`src/rtl/spi_regbank_pkg.sv`:
```
// rtl/spi_regbank_pkg.sv - shared constants and types for the SPI register bank
package spi_regbank_pkg;

    // Command byte layout: [7] RW (1=write), [6] SPACE (0=config, 1=status), [5:0] ADDR
    localparam int CMD_W     = 8;
    localparam int RW_BIT    = 7;
    localparam int SPACE_BIT = 6;
    localparam int ADDR_W    = 6;

    typedef enum logic [1:0] {
        IDLE,
        CMD,
        DATA
    } state_t;

    // Field order mirrors the bit positions above so a byte can be cast directly.
    typedef struct packed {
        logic              rw;
        logic              space;
        logic [ADDR_W-1:0] addr;
    } cmd_t;

endpackage

```
`src/rtl/spi_sync_edge.sv`:
```
// rtl/spi_sync_edge.sv - SPI pin synchronisers and spi_clk edge pulses
//
// Ports:
//   clk, rst             system clock, synchronous active-high reset
//   spi_cs_n/clk/mosi    raw asynchronous SPI pins
//   cs_n_s, mosi_s       2-flop synchronised chip select and data
//   sclk_rise/sclk_fall  1-clk pulses on synchronised spi_clk edges
//
// Synchronisers reset to 0 so a chip select that is low across a reset is
// never mistaken for a fresh high-then-low sequence.
module spi_sync_edge (
    input  logic clk,
    input  logic rst,
    input  logic spi_cs_n,
    input  logic spi_clk,
    input  logic spi_mosi,
    output logic cs_n_s,
    output logic mosi_s,
    output logic sclk_rise,
    output logic sclk_fall
);

    logic [1:0] cs_ff;
    logic [1:0] mosi_ff;
    logic [2:0] sclk_ff;

    always_ff @(posedge clk) begin
        if (rst) begin
            cs_ff   <= '0;
            mosi_ff <= '0;
            sclk_ff <= '0;
        end else begin
            cs_ff   <= {cs_ff[0], spi_cs_n};
            mosi_ff <= {mosi_ff[0], spi_mosi};
            sclk_ff <= {sclk_ff[1:0], spi_clk};
        end
    end

    assign cs_n_s    = cs_ff[1];
    assign mosi_s    = mosi_ff[1];
    // sclk_ff[1] is the synchronised level, sclk_ff[2] its previous value
    assign sclk_rise = sclk_ff[1] & ~sclk_ff[2];
    assign sclk_fall = ~sclk_ff[1] & sclk_ff[2];

endmodule

```
`src/rtl/spi_regbank.sv`:
```
// rtl/spi_regbank.sv - SPI mode-0 slave with config and status register banks
//
// Ports:
//   clk, rst      system clock (>= 4x spi_clk), synchronous active-high reset
//   ena           block enable; low ignores SPI and forces spi_miso=0
//   spi_cs_n      chip select, active low (async)
//   spi_clk       SPI clock, mode 0 (async)
//   spi_mosi      serial data in, MSB first
//   spi_miso      serial data out, MSB first
//   config_regs   flattened config registers, reg i at [i*WIDTH +: WIDTH]
//   status_regs   flattened status inputs, same packing
//   cfg_wr_stb    1-clk pulse per committed config write
//   cfg_wr_addr   address of the committed write
//   frame_err     1-clk pulse when CS deasserts mid-word
module spi_regbank
    import spi_regbank_pkg::*;
#(
    parameter int                          NUM_CFG    = 8,
    parameter int                          NUM_STATUS = 8,
    parameter int                          WIDTH      = 8,
    parameter logic [NUM_CFG*WIDTH-1:0]    CFG_RST    = '0
) (
    input  logic                           clk,
    input  logic                           rst,
    input  logic                           ena,
    input  logic                           spi_cs_n,
    input  logic                           spi_clk,
    input  logic                           spi_mosi,
    output logic                           spi_miso,
    output logic [NUM_CFG*WIDTH-1:0]       config_regs,
    input  logic [NUM_STATUS*WIDTH-1:0]    status_regs,
    output logic                           cfg_wr_stb,
    output logic [ADDR_W-1:0]              cfg_wr_addr,
    output logic                           frame_err
);

    // One receive shifter serves both the command byte and data words.
    localparam int               SR_W      = (WIDTH > CMD_W) ? WIDTH : CMD_W;
    localparam logic [5:0]       CMD_LAST  = 6'(CMD_W - 1);
    localparam logic [5:0]       WORD_LAST = 6'(WIDTH - 1);
    localparam logic [ADDR_W-1:0] CFG_TOP  = ADDR_W'(NUM_CFG - 1);
    localparam logic [ADDR_W-1:0] STAT_TOP = ADDR_W'(NUM_STATUS - 1);

    logic              cs_n_s;
    logic              mosi_s;
    logic              sclk_rise;
    logic              sclk_fall;

    state_t            state;
    state_t            state_next;
    logic [5:0]        bit_cnt;
    logic [SR_W-2:0]   rx_sr;
    logic [SR_W-1:0]   rx_next;
    cmd_t              cmd_q;
    cmd_t              cmd_new;
    logic [WIDTH-1:0]  tx_sr;
    logic [WIDTH-1:0]  cfg_q [NUM_CFG];
    logic              armed;

    logic              leave;
    logic              abort_err;
    logic              cmd_done;
    logic              word_done;
    logic              wr_commit;
    logic [ADDR_W-1:0] addr_next;
    logic [ADDR_W-1:0] rd_addr;
    logic              rd_space;
    logic [WIDTH-1:0]  rd_data;

    spi_sync_edge u_sync (
        .clk       (clk),
        .rst       (rst),
        .spi_cs_n  (spi_cs_n),
        .spi_clk   (spi_clk),
        .spi_mosi  (spi_mosi),
        .cs_n_s    (cs_n_s),
        .mosi_s    (mosi_s),
        .sclk_rise (sclk_rise),
        .sclk_fall (sclk_fall)
    );

    assign rx_next = {rx_sr, mosi_s};
    assign cmd_new = cmd_t'(rx_next[CMD_W-1:0]);

    // Burst address wraps at the top of the selected space; out-of-range
    // addresses never match the top and simply roll over at 63.
    assign addr_next = (cmd_q.addr == (cmd_q.space ? STAT_TOP : CFG_TOP))
                     ? '0 : cmd_q.addr + 1'b1;

    // A read load happens either at the end of the command byte (first word)
    // or at the end of a data word (next word of the burst).
    assign rd_space = cmd_done ? cmd_new.space : cmd_q.space;
    assign rd_addr  = cmd_done ? cmd_new.addr  : addr_next;

    always_comb begin
        rd_data = '0;
        if (rd_space) begin
            for (int i = 0; i < NUM_STATUS; i++) begin
                if (rd_addr == ADDR_W'(i)) rd_data = status_regs[i*WIDTH +: WIDTH];
            end
        end else begin
            for (int i = 0; i < NUM_CFG; i++) begin
                if (rd_addr == ADDR_W'(i)) rd_data = cfg_q[i];
            end
        end
    end

    assign wr_commit = word_done && ena && cmd_q.rw && !cmd_q.space
                     && (int'(cmd_q.addr) < NUM_CFG);

    always_ff @(posedge clk) begin
        if (rst) state <= IDLE;
        else     state <= state_next;
    end

    always_comb begin
        state_next = state;
        leave      = 1'b0;
        abort_err  = 1'b0;
        cmd_done   = 1'b0;
        word_done  = 1'b0;
        case (state)
            IDLE: begin
                if (ena && !cs_n_s && armed) state_next = CMD;
            end
            CMD, DATA: begin
                if (cs_n_s || !ena) begin
                    leave      = 1'b1;
                    state_next = IDLE;
                    // Disable also ends the frame, but silently.
                    abort_err  = cs_n_s && ena && (bit_cnt != 6'd0);
                end else if (sclk_rise) begin
                    if (state == CMD && bit_cnt == CMD_LAST) begin
                        cmd_done   = 1'b1;
                        state_next = DATA;
                    end else if (state == DATA && bit_cnt == WORD_LAST) begin
                        word_done = 1'b1;
                    end
                end
            end
            default: state_next = IDLE;
        endcase
    end

    always_ff @(posedge clk) begin
        if (rst) begin
            bit_cnt     <= '0;
            rx_sr       <= '0;
            cmd_q       <= '0;
            tx_sr       <= '0;
            armed       <= 1'b0;
            cfg_wr_stb  <= 1'b0;
            cfg_wr_addr <= '0;
            frame_err   <= 1'b0;
            for (int i = 0; i < NUM_CFG; i++) cfg_q[i] <= CFG_RST[i*WIDTH +: WIDTH];
        end else begin
            cfg_wr_stb <= 1'b0;
            frame_err  <= abort_err;

            // A frame may only start after CS has been seen high, so a reset
            // or disable in the middle of a frame cannot resume that frame.
            if (cs_n_s)                                 armed <= 1'b1;
            else if (state == IDLE && state_next == CMD) armed <= 1'b0;

            if (state == IDLE || leave) begin
                bit_cnt <= '0;
            end else if (sclk_rise) begin
                rx_sr <= rx_next[SR_W-2:0];
                if (cmd_done) begin
                    bit_cnt <= '0;
                    cmd_q   <= cmd_new;
                    tx_sr   <= cmd_new.rw ? '0 : rd_data;
                end else if (word_done) begin
                    bit_cnt    <= '0;
                    cmd_q.addr <= addr_next;
                    if (!cmd_q.rw) tx_sr <= rd_data;
                    if (wr_commit) begin
                        cfg_wr_stb  <= 1'b1;
                        cfg_wr_addr <= cmd_q.addr;
                    end
                end else begin
                    bit_cnt <= bit_cnt + 6'd1;
                end
            end else if (sclk_fall && state == DATA && bit_cnt != 6'd0) begin
                // No shift on the fall right after a word load: the fresh MSB
                // must stay on the line for the master's next rising edge.
                tx_sr <= tx_sr << 1;
            end

            for (int i = 0; i < NUM_CFG; i++) begin
                if (wr_commit && cmd_q.addr == ADDR_W'(i)) cfg_q[i] <= rx_next[WIDTH-1:0];
            end
        end
    end

    assign spi_miso = (ena && state == DATA && !cmd_q.rw) ? tx_sr[WIDTH-1] : 1'b0;

    for (genvar g = 0; g < NUM_CFG; g++) begin : g_cfg_out
        assign config_regs[g*WIDTH +: WIDTH] = cfg_q[g];
    end

endmodule

```
`config.mk`:
```
export PLATFORM = sky130hd
export DESIGN_NAME = spi_regbank
export DESIGN_NICKNAME = d
export VERILOG_FILES = /design/src/rtl/spi_regbank_pkg.sv /design/src/rtl/spi_sync_edge.sv /design/src/rtl/spi_regbank.sv
export SDC_FILE = /design/constraint.sdc
export NUM_CORES = 1
export LEC_CHECK = 0
export BUFFER_PORTS_ARGS = -buffer_cell sky130_fd_sc_hd__buf_2
export CORE_MARGIN = 2
export CORE_UTILIZATION = 40
export DETAILED_ROUTE_END_ITERATION = 6
export PLACE_DENSITY = 0.65
export SLEW_MARGIN = 10
export SYNTH_ARGS = -nofsm -noshare
export SYNTH_HDL_FRONTEND = slang
export SYNTH_SLANG_ARGS = --single-unit
```
`constraint.sdc`:
```
create_clock -name clk -period 3.5 [get_ports clk]
set_clock_uncertainty 0.05 [all_clocks]
set_input_delay 0.35 -clock clk [delete_from_list [all_inputs] [get_ports clk]]
set_output_delay 0.35 -clock clk [all_outputs]
set_load 0.01 [all_outputs]
```
Word level (Yosys, flattened, before mapping)
Memory sizes are Yosys's and may differ from the RTL's. Index checks and enable logic that the tools add are counted.

Memories kept: 1. Output and inout port bits: 73. RAM bits: 64. Register bits after elaboration: 47. Input port bits: 70.

Memory list: cfg_q (depth 8, bits a word 8, rd ports 8, clocked after Yosys merged registers in 0, write ports 8, RTL line spi_regbank.sv:57) `logic [WIDTH-1:0] cfg_q [NUM_CFG];`.

$lt $le $gt $ge: 1. Eq/ne operators: 20. Add/subtract/negate cells: 2. Reductions and logical operators: 45. Bitwise gates (word level): 18. Multiplexer cells: 84.

Operators by type and width (count): 2-to-1 mux 8 bit (31); == test 6 x 3 -> 1 bit, second input constant (9); 2-to-1 mux 1 bit (42); 2-to-1 mux 6 bit (6); == test 6 x 2 -> 1 bit, second input constant (4); logical AND 1 bit (23); adder 6 x 1 -> 6 bit, second input constant (2); == test 6 x 1 -> 1 bit, second input constant (2); zero test 6 bit (2); 2-to-1 mux 2 bit (4); inverter 1 bit (8); OR 1 bit (8); less-than comparator 6 x 4 -> 1 bit, second input constant (1); AND reduction 3 bit (2); nonzero test 2 bit (3); nonzero test 6 bit (1); AND reduction 5 bit (1); OR reduction 5 bit (1); == test 2 x 1 -> 1 bit, second input constant (2); zero test 1 bit (4); case mux 2 bit (2 select lines) (1); AND reduction 4 bit (1); OR reduction 2 bit (2); != test 3 x 1 -> 1 bit, second input constant (1); 7 further kinds (9).

Depth between registers and ports, before layout
Gate-level depths: netlist of run 1.

Depth in word-level cells: 21. Mapped depth: 13. Gate-level depth less buffers: 10.

Hierarchy
From an unflattened synthesis of run 1, not the netlist that was laid out.

Cell total of the unflattened synthesis: 580. Area, all modules: 5800.6 sq um.

By module, submodules not included: spi_regbank (sequential area each 2722.6 sq um, instances 1, cells an instance 564, area an instance 5604.1 sq um); spi_sync_edge (sequential area each 140.1 sq um, instances 1, cells an instance 16, area an instance 196.4 sq um).

Least setup slack after synthesis of run 1
No wires, ideal clock.

Path kind: register to register. Start: reg state[0]. End: reg tx_sr[3]. Path slack: 0.744 ns. Data arrival time: 2.573 ns. Data required time: 3.317 ns. Period minus slack after synthesis: 2.756 ns. Stages on the path, launching flop included: 12. Buffers on the path: 2. Setup time: 0.133 ns. Path through: dfxtp_1 > inv_1 > ha_1 > and3b_2 > and4_4 > buf_6 > mux2_2 > buf_2 > a222oi_1 > o221ai_1 > a221oi_1 > a2111oi_2.

Cells in the longest elaborated chain, start to end: 21.

RTL lines: start, declared (RTL line spi_regbank.sv:49) `state_t state;`; start signal, assigned (RTL line spi_regbank.sv:113) `else state <= state_next;`; == test 2 x 1 -> 1 bit (RTL line spi_regbank.sv:122, spi_regbank.sv:133); logical AND 1 bit (RTL line spi_regbank.sv:133) `if (state == CMD && bit_cnt == CMD_LAST) begin`; 2-to-1 mux 1 bit (RTL line spi_regbank.sv:133); 2-to-1 mux 1 bit (RTL line spi_regbank.sv:132) `end else if (sclk_rise) begin`; 2-to-1 mux 1 bit (RTL line spi_regbank.sv:127) `if (cs_n_s || !ena) begin`; 2-to-1 mux 1 bit (RTL line spi_regbank.sv:122) `case (state)`; 2-to-1 mux 6 bit (RTL line spi_regbank.sv:93) `assign rd_addr = cmd_done ? cmd_new.addr : addr_next;`; zero test 6 bit (RTL line spi_regbank.sv:99, spi_regbank.sv:103); 2-to-1 mux 8 bit, on equally long branches (8 in series) (RTL line spi_regbank.sv:103, spi_regbank.sv:99); 2-to-1 mux 8 bit (RTL line spi_regbank.sv:97) `if (rd_space) begin`; 2-to-1 mux 8 bit (RTL line spi_regbank.sv:176) `if (!cmd_q.rw) tx_sr <= rd_data;`; 2-to-1 mux 8 bit (RTL line spi_regbank.sv:173) `end else if (word_done) begin`; 2-to-1 mux 8 bit (RTL line spi_regbank.sv:169) `if (cmd_done) begin`; 2-to-1 mux 8 bit (RTL line spi_regbank.sv:167) `end else if (sclk_rise) begin`; end signal, assigned (RTL line spi_regbank.sv:172) `tx_sr <= cmd_new.rw ? '0 : rd_data;`; end signal, assigned (RTL line spi_regbank.sv:176); end signal, assigned (RTL line spi_regbank.sv:187) `tx_sr <= tx_sr << 1;`; end, declared (RTL line spi_regbank.sv:56) `logic [WIDTH-1:0] tx_sr;`.

Parallel ways exist; a longest one is shown, timed or not. The select of a mux whose other input is x is not followed. A chain may end at the register's enable or synchronous reset.

Worst setup path in the final report of run 1
Same ends and word-level chain as after synthesis.

==> results by group, run 1 <==
Power and ir drop
  – Leakage: about 2.8 nW
  – NetSw: 0.000688 W
  – P per Cell Area: 385 nW/µm²
  – Clock power share: roughly 40%
  – Sequential share of power: between 50 and 60%
  – Comb pwr share: 6.7%
  – Worst vdd ir: ~280 µV
  – Internal: 0.00208 W
  – Sw Ratio: roughly a quarter

Timing
  – RSZ-0062 raised after global routing: false
  – Slew @ Worst Pin: roughly 750 ps
  – # setup viols final: 0
  – PnR worst setup slack: 212 ps
  – Worst slew margin: between 40% and 50%
  – FMAX: 304 MHz
  – Setup TNS: 0 ps
  – Final cycle utilization of the critical path: 94.0%
  – Final min period: approximately 3300 ps
  – Slew Limit Fails: 0
  – Final Hold Viols: 0

Worst setup path
  – Buf/Inv on CP: 1
  – Startpoint types: register
  – Critical path's top delay family: compound AO/OA/AOI/OAI gates
  – Reg2Reg Setup Slack: between 200 and 250 ps
  – Crit path max fanout: 20
  – Max stage delay on crit path: around 460 ps
  – Number of cells on the worst reg-to-reg path: 9
  – CP Cell Sequence: inv_1 -> ha_1 -> and3b_2 -> and4_4 -> mux2_4 -> a222oi_1 -> o221ai_1 -> a221oi_1 -> a2111oi_2
  – R2r startpoint: state[0]
  – Crit path max-delay cell type: a222oi_1
  – Type of the worst setup path: reg2reg
  – FF-to-FF End: tx_sr[3]
  – Arr. time, crit path: 3460 ps
  – Endpoint class of the critical path: register
  – Critical Path RT: between 3000 and 4000 ps

CTS
  – TritonCTS clock tree: built
  – Worst skew pair latency: approximately 360 ps
  – Buffers from clock root to sink, at most: 2
  – Hold_buf cts: 0
  – CTS buffer count: 9
  – Clock transition at the registers of the reported paths: 80 ps
  – H-tree depth: 3
  – Clk sinks: 111
  – Root buf cell: clkbuf_16

Yosys
  – Warnings from Yosys: 0
  – Synthesized cell area: slightly below 6000 µm²
  – Top FF cell, synth: edfxtp_1
  – Share of synthesized flip-flops with an asynchronous set or reset: 0%
  – Leading area contributor after synthesis: edfxtp_1
  – Post-synth top cells: 92 x nor2_1, 66 x nand2_1, 64 x edfxtp_1, 47 x dfxtp_1, 37 x a21oi_1
  – Syn_nets: between 600 and 700
  – Sequential-to-total area share from yosys stat: about half
  – Count leader, synth: nor2_1
  – Post-synth EDFFs: 64
  – Post-synth top area share: around 33%
  – Cell variety after synth: 71
  – Post-Synthesis Cells: ~620
  – Syn_area_per_cell: ~9.5 µm²
  – Synth top area cells: edfxtp_1 33%, dfxtp_1 16%, nor2_1 5.9%
  – Seq cells post-synth: between 100 and 150

Final layout
  – Synthesis-to-layout area growth: 22.0%
  – Nets: roughly 840
  – Layout Cells excl Fill: between 900 and 1000
  – Post-route cell area: between 7000 and 8000 µm²
  – Area occupied by multi-input gates: around 2800 µm²
  – Final Util: 49.7%
  – Diode count: 0
  – # fillers: between 1000 and 1500
  – Share of layout cells above drive strength 1: a little over a quarter
  – Seq. cell area: 2860 µm²

Floorplan
  – IO Pins: 143
  – Core Region: approximately 14000 µm²
  – Die ar.: about 16000 µm²
  – Row cnt: 44
  – Starting Density: between 40% and 50%
  – Die X: 125 µm
  – Die height: around 130 µm

Run status
  – Status: completed

Placed design
  – Port Buf Inserts: between 100 and 150
  – Placed cell count: 929
  – Detailed placer's ending HPWL: 15100 µm
  – Routability cong.: 0.899
  – Placed instance area: between 6000 and 7000 µm²
  – Placement Setup Slack: just under 70 ps

Routing
  – Total routed wirelength: 20000 µm
  – Antenna Violating Nets Remaining: 0
  – DR vias: 5656
  – DRC: 0
  – Number of DRC markers in iteration 0: 670
  – Wire per inst: between 20 and 25 µm
  – First-pass DRT Iterations: 5
  – Via density: between 5 and 6

Min path
  – Hold Crit Class: in2reg
  – WHS Endpoint: u_sync.mosi_ff[0]
  – Hold Crit Start: spi_mosi
  – Worst hold stages: 2

Global route
  – Vias in the first global route: between 5000 and 6000
  – First-pass GRT wire length: slightly above 30000 µm
  – GRT Overall Usage: roughly 25%
  – Largest net degree at the start of global routing: 35
  – Total gr overflow: 0
  – Initial antenna violation count: 0

Flow run
  – Max Cap Violations: 0
## kinds of logic (layout without fill, tap and decap cells)
| family | after synthesis | after routing | synth area share (%) |
|---|---|---|---|
| AND/OR/NAND/NOR | 261 | 262 | 21.6 |
| adder cells (fa/ha/maj) | 10 | 10 | 2.12 |
| multiplexers | 10 | 10 | 2.21 |
| flip-flops | 111 | 111 | 48.6 |
| XOR/XNOR | 5 | 5 | 0.743 |
| AO/OA/AOI/OAI | 168 | 168 | 20.1 |
| buffers and inverters | 53 | 202 | 4.61 |
## how the worst max path moves through the flow
stage             start  endpoint  slack, ps  depth (start not counted)
6_report       state[0]  tx_sr[3]        210                          9
3_5_place_dp   state[0]  tx_sr[3]         70                          9
3_3_place_gp   state[0]  tx_sr[3]        180                          9
4_1_cts        state[0]  tx_sr[3]         40                          9
2_1_floorplan  state[0]  tx_sr[3]        740                         11
5_1_grt        state[0]  tx_sr[3]         60                          9
## layout make-up
| class | instances | share of cell area (%) |
|---|---|---|
| sequential | 111 | 39.8 |
| multi-input combinational | 455 | 38.8 |
| timing repair buffer | 167 | 12.7 |
| tap | 184 | 3.20 |
| clock buffer | 9 | 3.13 |
| clock inverter | 7 | 1.39 |
| inverter | 19 | 0.992 |
## placed cells by master (no fill, tap or decap), types with 3 or more instances in the layout
master     Yosys  routed
clkbuf_16      0       9
nand3_1       14      14
nor3_1        10      10
nand3b_1       3       3
inv_8          0       4
edfxtp_1      64      64
a22o_1        10      10
a31oi_1        8       8
and2_1         9       9
a211oi_1       3       3
mux2_4         2       3
ha_1          10      10
nand2b_1      21      21
nor2_1        92      92
o21ai_1        5       5
nor2b_1       15      15
o211ai_1       5       5
o22ai_1       19      19
a22oi_1       10      10
a221oi_2       3       3
and3_1         4       4
xor2_1         3       3
buf_4          3      24
inv_1         19      19
a2111oi_2      3       3
o21ai_0       22      22
nand4_1        3       3
or3_1          4       4
o32ai_1        3       3
buf_2          7     142
dfxtp_1       47      47
a221oi_1      12      12
nor4_1         4       4
nand2_1       66      66
o221ai_1       4       4
a21oi_1       37      37
## registers in the layout (all words and copies together) (netlist names), 2 cells and up
name	flops
bit_cnt	6
state	2
u_sync.sclk_ff	3
u_sync.cs_ff	2
u_sync.mosi_ff	2
cfg_q	64
cmd_q	8
cfg_wr_addr	6
rx_sr	7
tx_sr	8
## through the flow
step | power [W] | hold WS (ps)
2_1_floorplan | 0.00155 | 364
3_3_place_gp | 0.00166 | 366
3_5_place_dp | 0.00166 | 374
4_1_cts | 0.00278 | 134
5_1_grt | 0.00284 | 168
6_report | 0.00277 | 142
## power by group through the flow
stage               clock, W  combinational [W]  sequential [W]
floorplan                  0          0.0000642         0.00148
global placement           0           0.000182         0.00148
detailed placement         0           0.000183         0.00148
CTS                  0.00115           0.000184         0.00145
global route         0.00119           0.000199         0.00145
finish               0.00114           0.000184         0.00145
## metal layers
| metal | vias to the layer above | GRT usage, % | part of all wire (%) |
|---|---|---|---|
| met3 | 36 | 4.75 | 9.3 |
| met1 | 2766 | 35.1 | 42 |
| li1 | 2570 | - | - |
| met5 | - | 0 | 0 |
| met2 | 284 | 38.9 | 46 |
| met4 | 0 | 8.04 | 2.6 |
## what timing repair did
action / in CTS / in global routing
gates resized for setup: 0 / 1
setup buffers: 0 / 6
endpoints found under the setup margin: 0 / 6
Power figures use the tool's default switching activity.
==> inputs of run 2 (changes only) <==
--- a/config.mk
+++ b/config.mk
@@ -6,7 +6,7 @@
 export NUM_CORES = 1
 export LEC_CHECK = 0
 export BUFFER_PORTS_ARGS = -buffer_cell sky130_fd_sc_hd__buf_2
-export CORE_MARGIN = 2
+export CORE_MARGIN = 1
 export CORE_UTILIZATION = 40
 export DETAILED_ROUTE_END_ITERATION = 6
 export PLACE_DENSITY = 0.65
==> constraint.sdc (replaced) <==
create_clock -name clk -period 4 [get_ports clk]
set_clock_uncertainty 0.05 [all_clocks]
set_input_delay 0.4 -clock clk [delete_from_list [all_inputs] [get_ports clk]]
set_output_delay 0.4 -clock clk [all_outputs]
set_load 0.01 [all_outputs]
==> results by group, run 2 (synthesis results as in run 1) <==
Timing
  – RSZ-0062 raised after global routing: false
  – Setup TNS: 0 ps (unchanged)
  – Final Hold Viols: 0 (unchanged)
  – Slew @ Worst Pin: 843 ps (+94.2 ps)
  – Slew Limit Fails: 0 (unchanged)
  – Min Hold Slack: 190 ps (+47.8 ps)
  – Worst slew margin: 43.8% (-4.9 points)
  – PnR worst setup slack: 418 ps (+207 ps)
  – Final cycle utilization of the critical path: 89.5% (-4.4 points)
  – Final min period: 3580 ps (+293 ps)
  – FMAX: 279 MHz (-8.2%)
  – # setup viols final: 0 (unchanged)

Routing
  – First-pass DRT Iterations: 5 (unchanged)
  – Antenna Violating Nets Remaining: 0 (unchanged)
  – DR vias: 5557 (-1.8%)
  – Via density: 5.93 (-0.18%)
  – Wire per inst: 20.8 µm (-0.90%)
  – Total routed wirelength: 19500 µm (-2.5%)
  – DRC: 0 (unchanged)
  – Number of DRC markers in iteration 0: 684 (+2.1%)

Global route
  – Largest net degree at the start of global routing: 38 (+8.6%)
  – Total gr overflow: 0 (unchanged)
  – Vias in the first global route: 5153 (-4.5%)
  – Initial antenna violation count: 0 (unchanged)
  – First-pass GRT wire length: 29200 µm (-4.1%)
  – GRT Overall Usage: 26.0% (+1.1 points)

Worst setup path
  – CP Cell Sequence: inv_1 -> ha_1 -> and3b_2 -> and4_4 -> nand4b_1 -> o22a_1 -> nor2_1 -> a221o_1 -> nor3_1 -> o32ai_1
  – Arr. time, crit path: 3750 ps (+290 ps)
  – Startpoint types: register
  – Critical path's top delay family: simple AND/OR/NAND/NOR gates
  – Endpoint class of the critical path: register
  – Crit path max-delay cell type: o22a_1
  – Type of the worst setup path: reg2reg
  – Max stage delay on crit path: 700 ps (+240 ps)
  – Critical Path RT: 4170 ps (+500 ps)
  – Crit path max fanout: 22 (+10%)
  – Buf/Inv on CP: 1 (unchanged)

Final layout
  – Final Util: 48.8% (-0.91 points)
  – Diode count: 0 (unchanged)
  – Share of layout cells above drive strength 1: 26.0% (-1.4 points)
  – Post-route cell area: 7060 µm² (-1.8%)
  – Most frequent cells in the layout: 142 x buf_2, 92 x nor2_1, 66 x nand2_1, 64 x edfxtp_1, 47 x dfxtp_1
  – Synthesis-to-layout area growth: 19.8%
  – # fillers: 1391 (+1.9%)
  – Commonest non-fill, non-tap cell in the layout: buf_2
  – Largest Register: cfg_q
  – Max FFs per register: 64 (unchanged)
  – Top Registers: cfg_q (64), cmd_q (8), tx_sr (8)
  – Nets: 828 (-1.8%)

Power and ir drop
  – Internal: 0.00182 W (-13%)
  – Clock power share: 40.8% (-0.2 points)
  – Sw Ratio: 25.0% (+0.18 points)
  – Worst vdd ir: 344 µV (+25%)
  – P per Cell Area: 344 nW/µm² (-11%)
  – Sequential share of power: 52.5% (+0.2 points)
  – Comb pwr share: 6.7% (about the same)
  – Leakage: 2.67 nW (-3.0%)
  – NetSw: 0.000607 W (-12%)

CTS
  – Post-CTS Setup Bufs: 0 (unchanged)
  – TritonCTS clock tree: built
  – Buffers from clock root to sink, at most: 2 (unchanged)
  – H-tree depth: 3 (unchanged)
  – Clock transition at the registers of the reported paths: 80 ps (about the same)
  – Hold_buf cts: 0 (unchanged)
  – Clk sinks: 111 (unchanged)
  – Post-cts sizing count: 0 (unchanged)
  – CTS buffer count: 9 (unchanged)
  – Root buf cell: clkbuf_16
  – Worst skew pair latency: 370 ps (about the same)

Placed design
  – Routability cong.: 0.907 (+0.82%)
  – Detailed placer's ending HPWL: 14800 µm (-2.5%)
  – Placement Setup Slack: 526 ps (+458 ps)
  – Placed instance area: 6740 µm² (-0.88%)
  – Port Buf Inserts: 142 (unchanged)

Floorplan
  – Die ar.: 15200 µm² (-3.2%)
  – Die X: 123 µm (-1.6%)
  – Starting Density: 40.7% (unchanged)
  – Die height: 123 µm (-1.6%)
  – IO Pins: 143 (unchanged)
  – Core Region: 14500 µm² (unchanged)
  – Row cnt: 44 (unchanged)

Min path
  – Hold Crit Class: in2reg

Flow run
  – Max Cap Violations: 0 (unchanged)

Run status
  – Status: completed
## run 2: cell count changes in the layout (fill, tap and decap cells not counted), sizes merged
cell / change
and4: -1
buf: -14
clkinv: +1
inv: -1
## run 2: power by group through the flow
stage / clock network (W) / registers (W) / logic, W
after global placement: 0 / 0.00130 / 0.000159
after floorplan: 0 / 0.00130 / 0.0000562
after detailed placement: 0 / 0.00130 / 0.000161
after CTS: 0.000998 / 0.00127 / 0.000161
final: 0.000991 / 0.00127 / 0.000162
after global routing: 0.00103 / 0.00127 / 0.000177
## run 2: worst paths after layout
check                           cells after the start  slack, ps                 to         startpoint
worst min register to register                      1        390  u_sync.mosi_ff[1]  u_sync.mosi_ff[0]
worst min-delay path                                2        190    u_sync.cs_ff[0]           spi_cs_n
worst max register to register                     10        420           tx_sr[2]           state[1]
worst max-delay path                               10        420           tx_sr[2]           state[1]
## run 2: metrics by stage
stage | cells | power [W]
finish | 937 | 0.00243
CTS | 937 | 0.00243
global route | 937 | 0.00248
floorplan | 618 | 0.00135
detailed placement | 921 | 0.00146
global placement | 921 | 0.00146
## run 2: layout make-up
| cell class | instances | area [µm²] | area share, % |
|---|---|---|---|
| Sequential cell | 111 | 2860 | 40.5 |
| Multi-Input combinational cell | 454 | 2780 | 39.3 |
| Timing Repair Buffer | 153 | 793 | 11.2 |
| Tap cell | 184 | 230 | 3.26 |
| Clock buffer | 9 | 225 | 3.19 |
| Clock inverter | 7 | 100 | 1.42 |
| Inverter | 19 | 71.3 | 1.01 |
## run 2: metal layers
layer	global-route usage (%)	up-vias	routed length (µm)
li1	-	2545	-
met1	37.3	2699	8730
met2	39.4	286	8710
met3	5.63	27	1750
met4	6.93	0	344
met5	0	-	0
